`src/rtl/led_frame_scheduler.sv`:
```
// led_frame_scheduler: pairs received UART bytes into 16-bit display words for
// FourDigitLEDdriver, keeps each word on screen for a minimum hold time, and
// holds at most one pending word. Receive errors and inter-byte timeouts
// discard the partial frame. Errors also show the all-dashes pattern.
//
// Byte input: rx_data/rx_ferror/rx_perror are meaningful only in a cycle with
// rx_valid=1. There is no backpressure, so every strobe is consumed.
module led_frame_scheduler #(
   parameter int unsigned TIMEOUT_CYCLES = 1000,
   parameter int unsigned HOLD_CYCLES    = 16,
   parameter logic [15:0] BLANK_CODE     = 16'hCCCC,
   parameter logic [15:0] ERR_CODE       = 16'hAAAA
) (
   input  logic        clk,
   input  logic        reset,
   input  logic [7:0]  rx_data,
   input  logic        rx_valid,
   input  logic        rx_ferror,
   input  logic        rx_perror,
   output logic [15:0] led_data,
   output logic        frame_done,
   output logic        frame_err,
   output logic        overrun,
   output logic        busy
);

   localparam logic [15:0] TMO_LAST = 16'(TIMEOUT_CYCLES - 1);
   localparam logic [15:0] HOLD_MAX = 16'(HOLD_CYCLES);

   typedef enum logic {
      WAIT_HI = 1'b0,
      WAIT_LO = 1'b1
   } state_e;

   state_e      state_q, state_d;
   logic [7:0]  hi_q, hi_d;
   logic [15:0] tmo_q, tmo_d;
   logic        pend_valid_q, pend_valid_d;
   logic [15:0] pend_word_q, pend_word_d;
   logic [15:0] hold_q, hold_d;
   logic [15:0] led_q, led_d;
   logic        done_q, done_d;
   logic        err_q, err_d;
   logic        ovr_q, ovr_d;
   logic        busy_q, busy_d;

   logic        rx_err;
   logic        offer;
   logic [15:0] offer_word;
   logic        load;

   assign rx_err = rx_ferror | rx_perror;

   // State register: all state and registered outputs; reset wins over everything.
   always_ff @(posedge clk) begin
      if (reset) begin
         state_q      <= WAIT_HI;
         hi_q         <= '0;
         tmo_q        <= '0;
         pend_valid_q <= 1'b0;
         pend_word_q  <= '0;
         hold_q       <= HOLD_MAX;
         led_q        <= BLANK_CODE;
         done_q       <= 1'b0;
         err_q        <= 1'b0;
         ovr_q        <= 1'b0;
         busy_q       <= 1'b0;
      end else begin
         state_q      <= state_d;
         hi_q         <= hi_d;
         tmo_q        <= tmo_d;
         pend_valid_q <= pend_valid_d;
         pend_word_q  <= pend_word_d;
         hold_q       <= hold_d;
         led_q        <= led_d;
         done_q       <= done_d;
         err_q        <= err_d;
         ovr_q        <= ovr_d;
         busy_q       <= busy_d;
      end
   end

   // Next-state logic: byte pairing, error discard and WAIT_LO timeout.
   always_comb begin
      state_d    = state_q;
      hi_d       = hi_q;
      tmo_d      = tmo_q;
      offer      = 1'b0;
      offer_word = ERR_CODE;
      err_d      = 1'b0;
      case (state_q)
         WAIT_HI: begin
            if (rx_valid) begin
               if (rx_err) begin
                  offer = 1'b1;
                  err_d = 1'b1;
               end else begin
                  hi_d    = rx_data;
                  tmo_d   = '0;
                  state_d = WAIT_LO;
               end
            end
         end
         WAIT_LO: begin
            if (rx_valid) begin
               state_d = WAIT_HI;
               offer   = 1'b1;
               if (rx_err) begin
                  err_d = 1'b1;
               end else begin
                  offer_word = {hi_q, rx_data};
               end
            end else if (tmo_q == TMO_LAST) begin
               // Second byte never came: drop the high byte, display untouched.
               state_d = WAIT_HI;
               err_d   = 1'b1;
            end else begin
               tmo_d = tmo_q + 16'd1;
            end
         end
         default: state_d = WAIT_HI;
      endcase
   end

   // Output logic: pending slot, hold counter and display load.
   always_comb begin
      load = pend_valid_q && (hold_q == HOLD_MAX);
      led_d  = load ? pend_word_q : led_q;
      done_d = load;
      if (load) begin
         hold_d = '0;
      end else if (hold_q < HOLD_MAX) begin
         hold_d = hold_q + 16'd1;
      end else begin
         hold_d = hold_q;
      end
      // An offer in the same cycle as a load refills the slot without overrun.
      pend_valid_d = offer ? 1'b1 : (load ? 1'b0 : pend_valid_q);
      pend_word_d  = offer ? offer_word : pend_word_q;
      ovr_d        = offer && pend_valid_q && !load;
      busy_d       = (state_d == WAIT_LO);
   end

   assign led_data   = led_q;
   assign frame_done = done_q;
   assign frame_err  = err_q;
   assign overrun    = ovr_q;
   assign busy       = busy_q;

endmodule
```
`config.mk`:
```
export PLATFORM = sky130hd
export DESIGN_NAME = led_frame_scheduler
export DESIGN_NICKNAME = d
export VERILOG_FILES = /design/src/rtl/led_frame_scheduler.sv
export SDC_FILE = /design/constraint.sdc
export NUM_CORES = 1
export LEC_CHECK = 0
export CORE_MARGIN = 3
export CORE_UTILIZATION = 50
export CTS_CLUSTER_SIZE = 25
export DETAILED_ROUTE_END_ITERATION = 10
export PLACE_DENSITY_LB_ADDON = 0.2
export SLEW_MARGIN = 20
export SYNTH_ARGS = -nofsm -noshare
export SYNTH_HDL_FRONTEND = slang
export SYNTH_SLANG_ARGS = --single-unit
```
`constraint.sdc`:
```
create_clock -name clk -period 2.42 [get_ports clk]
set_input_delay 0.363 -clock clk [delete_from_list [all_inputs] [get_ports clk]]
set_output_delay 0.363 -clock clk [all_outputs]
set_load 0.01 [all_outputs]
```
# Word level (Yosys, flattened, before mapping)
# Cells that the tools add are included.
# W data, S select, Z words.
# totals
reg_bits	77
in_bits	13
word_cells	56
output_inout_bits	20
# op_classes
bitwise	3
magnitude_cmp	1
eq_ne	6
n_reduce_logical	9
n_mux	24
addsub	2
# op_table
op	count
$mux W16	7
$add A16 B1 Y16 const B	2
$pmux W16 S2	1
$eq A16 B10 Y1 const B	1
$eq A16 B5 Y1 const B	1
$lt A16 B5 Y1 const B	1
$mux W1	11
$mux W5	2
$ne A2 B2 Y1 const B	4
$pmux W1 S2	3
$reduce_and A4 Y1	1
$reduce_bool A2 Y1	2
$logic_and A1 B1 Y1	3
$reduce_and A3 Y1	1
$not A1 Y1	2
$reduce_or A2 Y1	1
$logic_not A1 Y1	1
$or A1 B1 Y1	1

# Depth between registers and ports, before layout
# depth
ltp_word	6
depth_mapped	8
depth_no_buf	7

# Worst setup path before layout
# No wires, ideal clock.
# synth_timing
kind	reg-to-reg
startpoint	register hold_q[5]
endpoint	register led_q[10] (netlist: led_data[10])
required_time_ps	2303
setup_ps	117
period_less_slack_ps	2094
slack_ps	326
path_stages_with_launch	6
arrival_time_ps	1977
n_path_buf	1
cell_sequence	dfxtp_1 or4_4 or4_4 or3_1 buf_6 o22a_1
# synth_between
elab_chain_len	2
# synth_rtl
element	line_no	text
start: declaration	40	logic [15:0] hold_q, hold_d;
start signal: assignment	74	hold_q <= hold_d;
$eq A16 B5 Y1	127	load = pend_valid_q && (hold_q == HOLD_MAX);
$logic_and A1 B1 Y1	127	
end signal: assignment	75	led_q <= led_d;
end: declaration	41	logic [15:0] led_q, led_d;
# Every way passes these cells.
# A chain may end at the register's enable or synchronous reset.

# Worst setup path after layout
# layout_timing
startpoint	register hold_q[5]
endpoint	register led_q[15] (netlist: led_data[15])
# The elaborated chain is that of the path after synthesis.

==> results.cfg <==
[status]
outcome = finished clean

[place]
routabilityCongestion = 0.833
dpl_cell_area_mm2 = 0.00342
place.port_buffers = 32
hpwl_mm = 4.50
dp.cells = 419

[route]
drt-total-wl_mm = 6.23
detail-route-antenna-nets = 0
final_routed_drc_violation_total = 0
dr.first_iter.drc_count = 163
first_pass_drt_iterations = 4
vias_per_cell = 5.51
wl_per_cell_um = 14.3
route.vias.total = 2398

[pwr]
irDropWorstVdd_mv = 0.373
internal_power_w = 0.00183
power.clock.fraction = 0.358
net-switching-power_w = 0.000605
power.sequential.fraction = 0.548
power_density_mw_per_mm2 = 677
totalPowerFinal_w = 0.00244
netSwitchingFraction = 0.249
p_leak_nw = 1.35
combinational_cell_fraction_of_total_power = 0.094

[setup_path]
startpoint_of_the_worst_setup_timing_path = hold_q[5]$_SDFFE_PP0N_
endpoint_kind = flip-flop
critPathRequiredTime_ns = 2.66
crit_path_launch_type = flip-flop
criticalPathCategory = flip-flop to flip-flop
reg2reg_from = hold_q[5]$_SDFFE_PP0N_
worstPathMaxFanout = 9
cp_data_arrival_time_ns = 2.55

[layout]
final_layout_size_suffix_gt1_frac = 0.110
final_cell_count_no_fill = 435
antenna_cells = 0
final_common_cell = sky130_fd_sc_hd__dfxtp_1
design.final.nets = 374
area_delta_synth_final_pct = 22.0
finalInstanceArea_mm2 = 0.00360
layout_common_cells = 77 x sky130_fd_sc_hd__dfxtp_1, 38 x sky130_fd_sc_hd__nor2_1, 32 x sky130_fd_sc_hd__clkdlybuf4s50_1

[clock_tree]
cts_hold_buf = 0
cts_setup_buffers = 0
clkTransAtPathRegs_ns = 0.08
cts_repair_resize_count = 0
cell_at_the_root_of_the_clock_tree = sky130_fd_sc_hd__clkbuf_8
cts_tree = yes
cts.sink_count = 77
ctsHtreeMaxLevel = 3
worstSkewPairLatency_ns = 0.35
cts-root-to-sink-buffers = 2
cts_made_buffers = 9

[synth]
sequential_cell_area_fraction_in_the_yosys_report = 0.523
mappedNetlistArea_mm2 = 0.00295
synth_cell_type_count = 46
synth-seq-cells = 77
synthesis.nets = 330
yosys_warnings = 0
dominant_register_cell_in_the_synthesized_netlist = sky130_fd_sc_hd__dfxtp_1
syn-instance-count = 314
synth_area_per_cell_um2 = 9.39
synth_edf_count = 0
asyncSetResetFlopFracSynth = 0

[floorplanning]
core.rowCount = 27
boundaryPins = 33
dieWidth_um = 82.8
die_area_mm2 = 0.00685
dieHeight_um = 82.8
initial_cell_density_of_the_core = 0.526
core_mm2 = 0.00561

[sta]
worst_slew_margin_rel = 0.677
finalWorstPathRequiredPeriod_ns = 2.31
worst_slew_pin_slew_ns = 0.485
maxClockFrequency_mhz = 433
setup-tns-final_ns = 0
maxSlewViolCount = 0
grt_setup_unrepaired = false
post-route-period-util = 0.955
timing.clock.skew_ns = 0.0141
number_of_failing_hold_endpoints_at_the_final_stage = 0
report.final.setup_viol = 0

[grt]
grt_use_total = 0.201
grt_pass1_vias = 2227
grt_overflow_total = 0
grt_max_degree = 15
grt_antenna_before_repair = 0
grt_pass1_wl_mm = 10.4

[min_path]
hold_path_class = flip-flop to flip-flop
holdCritStartpoint = hi_q[1]$_SDFFE_PP0P_

[flow_run]
max_cap_violations = 0
-- metrics by stage --
step                 util  setup WS (ns)  hold WS [ns]
floorplan               -          0.326         0.437
global placement    0.610          0.154         0.443
detailed placement  0.610          0.107         0.448
CTS                 0.641         0.0941         0.459
global route        0.641         0.0372         0.480
finish              0.641          0.109         0.459
-- worst max-delay path, cell delays in order, from the launching register on --
cell	delay, ns
sky130_fd_sc_hd__dfxtp_1	0.33
sky130_fd_sc_hd__or4_4	0.54
sky130_fd_sc_hd__or4_4	0.53
sky130_fd_sc_hd__or3_1	0.54
sky130_fd_sc_hd__o22a_1	0.27
-- path summary, 6_finish.rpt --
| kind | slack [ns] | end | cells past startpoint |
|---|---|---|---|
| setup / recovery | 0.11 | led_data[15]$_SDFFE_PP1P_ | 4 |
| hold / removal | 0.46 | hi_q[1]$_SDFFE_PP0P_ | 2 |
| hold reg to reg | 0.46 | hi_q[1]$_SDFFE_PP0P_ | 2 |
| setup reg to reg | 0.11 | led_data[15]$_SDFFE_PP1P_ | 4 |
-- cell families (layout without fill, tap and decap cells) --
| logic type | after synthesis | count (layout) | synth area share |
|---|---|---|---|
| flops | 77 | 77 | 0.523 |
| compound gates | 57 | 57 | 0.134 |
| mux | 3 | 3 | 0.0102 |
| buf+inv | 21 | 70 | 0.0352 |
| xor+xnor | 8 | 8 | 0.0238 |
| fa+ha+maj | 3 | 3 | 0.0127 |
| simple gates | 145 | 145 | 0.261 |
-- synthesized netlist by cell type (all sizes together), types with 4 or more instances --
master / count / share of area
and2: 10 / 0.022
dfxtp: 77 / 0.52
nor4: 9 / 0.019
nand3: 8 / 0.014
or3: 6 / 0.013
nand4: 6 / 0.013
nor2b: 4 / 0.0085
xnor2: 6 / 0.018
o22a: 8 / 0.024
a21oi: 16 / 0.027
nand2: 28 / 0.036
clkbuf: 13 / 0.017
a22o: 8 / 0.024
nor3: 11 / 0.019
nor2: 38 / 0.048
o21ai: 8 / 0.014
inv: 4 / 0.0051
or4: 8 / 0.023
a22oi: 8 / 0.020
-- power by group through the flow --
stage / sequential (W) / combinational (W) / clock (W)
3_3_place_gp: 0.00136 / 0.000227 / 0
5_1_grt: 0.00134 / 0.000253 / 0.000946
4_1_cts: 0.00133 / 0.000232 / 0.000886
3_5_place_dp: 0.00136 / 0.000231 / 0
6_report: 0.00133 / 0.000230 / 0.000871
2_1_floorplan: 0.00137 / 0.000113 / 0
-- routing by layer --
metal / up-vias / wire, um / GRT usage
met2: 57 / 2750 / 0.298
met1: 1116 / 3110 / 0.280
met3: 4 / 331 / 0.0594
met5: - / 0 / 0
li1: 1221 / - / -
met4: 0 / 44 / 0.0686
-- layout make-up --
class	instances	area, um2
Sequential cell	77	1540
Tap cell	72	90.1
Inverter	5	31.3
Clock buffer	11	141
Multi-Input combinational cell	216	1310
Fill cell	490	2010
Clock inverter	5	35.0
Timing Repair Buffer	49	448
-- flip-flops by register name, summed over array words and instances (netlist names) --
signal,cells
busy,1
frame_done,1
frame_err,1
hi_q,8
hold_q,16
led_data,16
overrun,1
pend_valid_q,1
pend_word_q,16
tmo_q,16
Note: power is estimated with default switching activity, not from simulation.
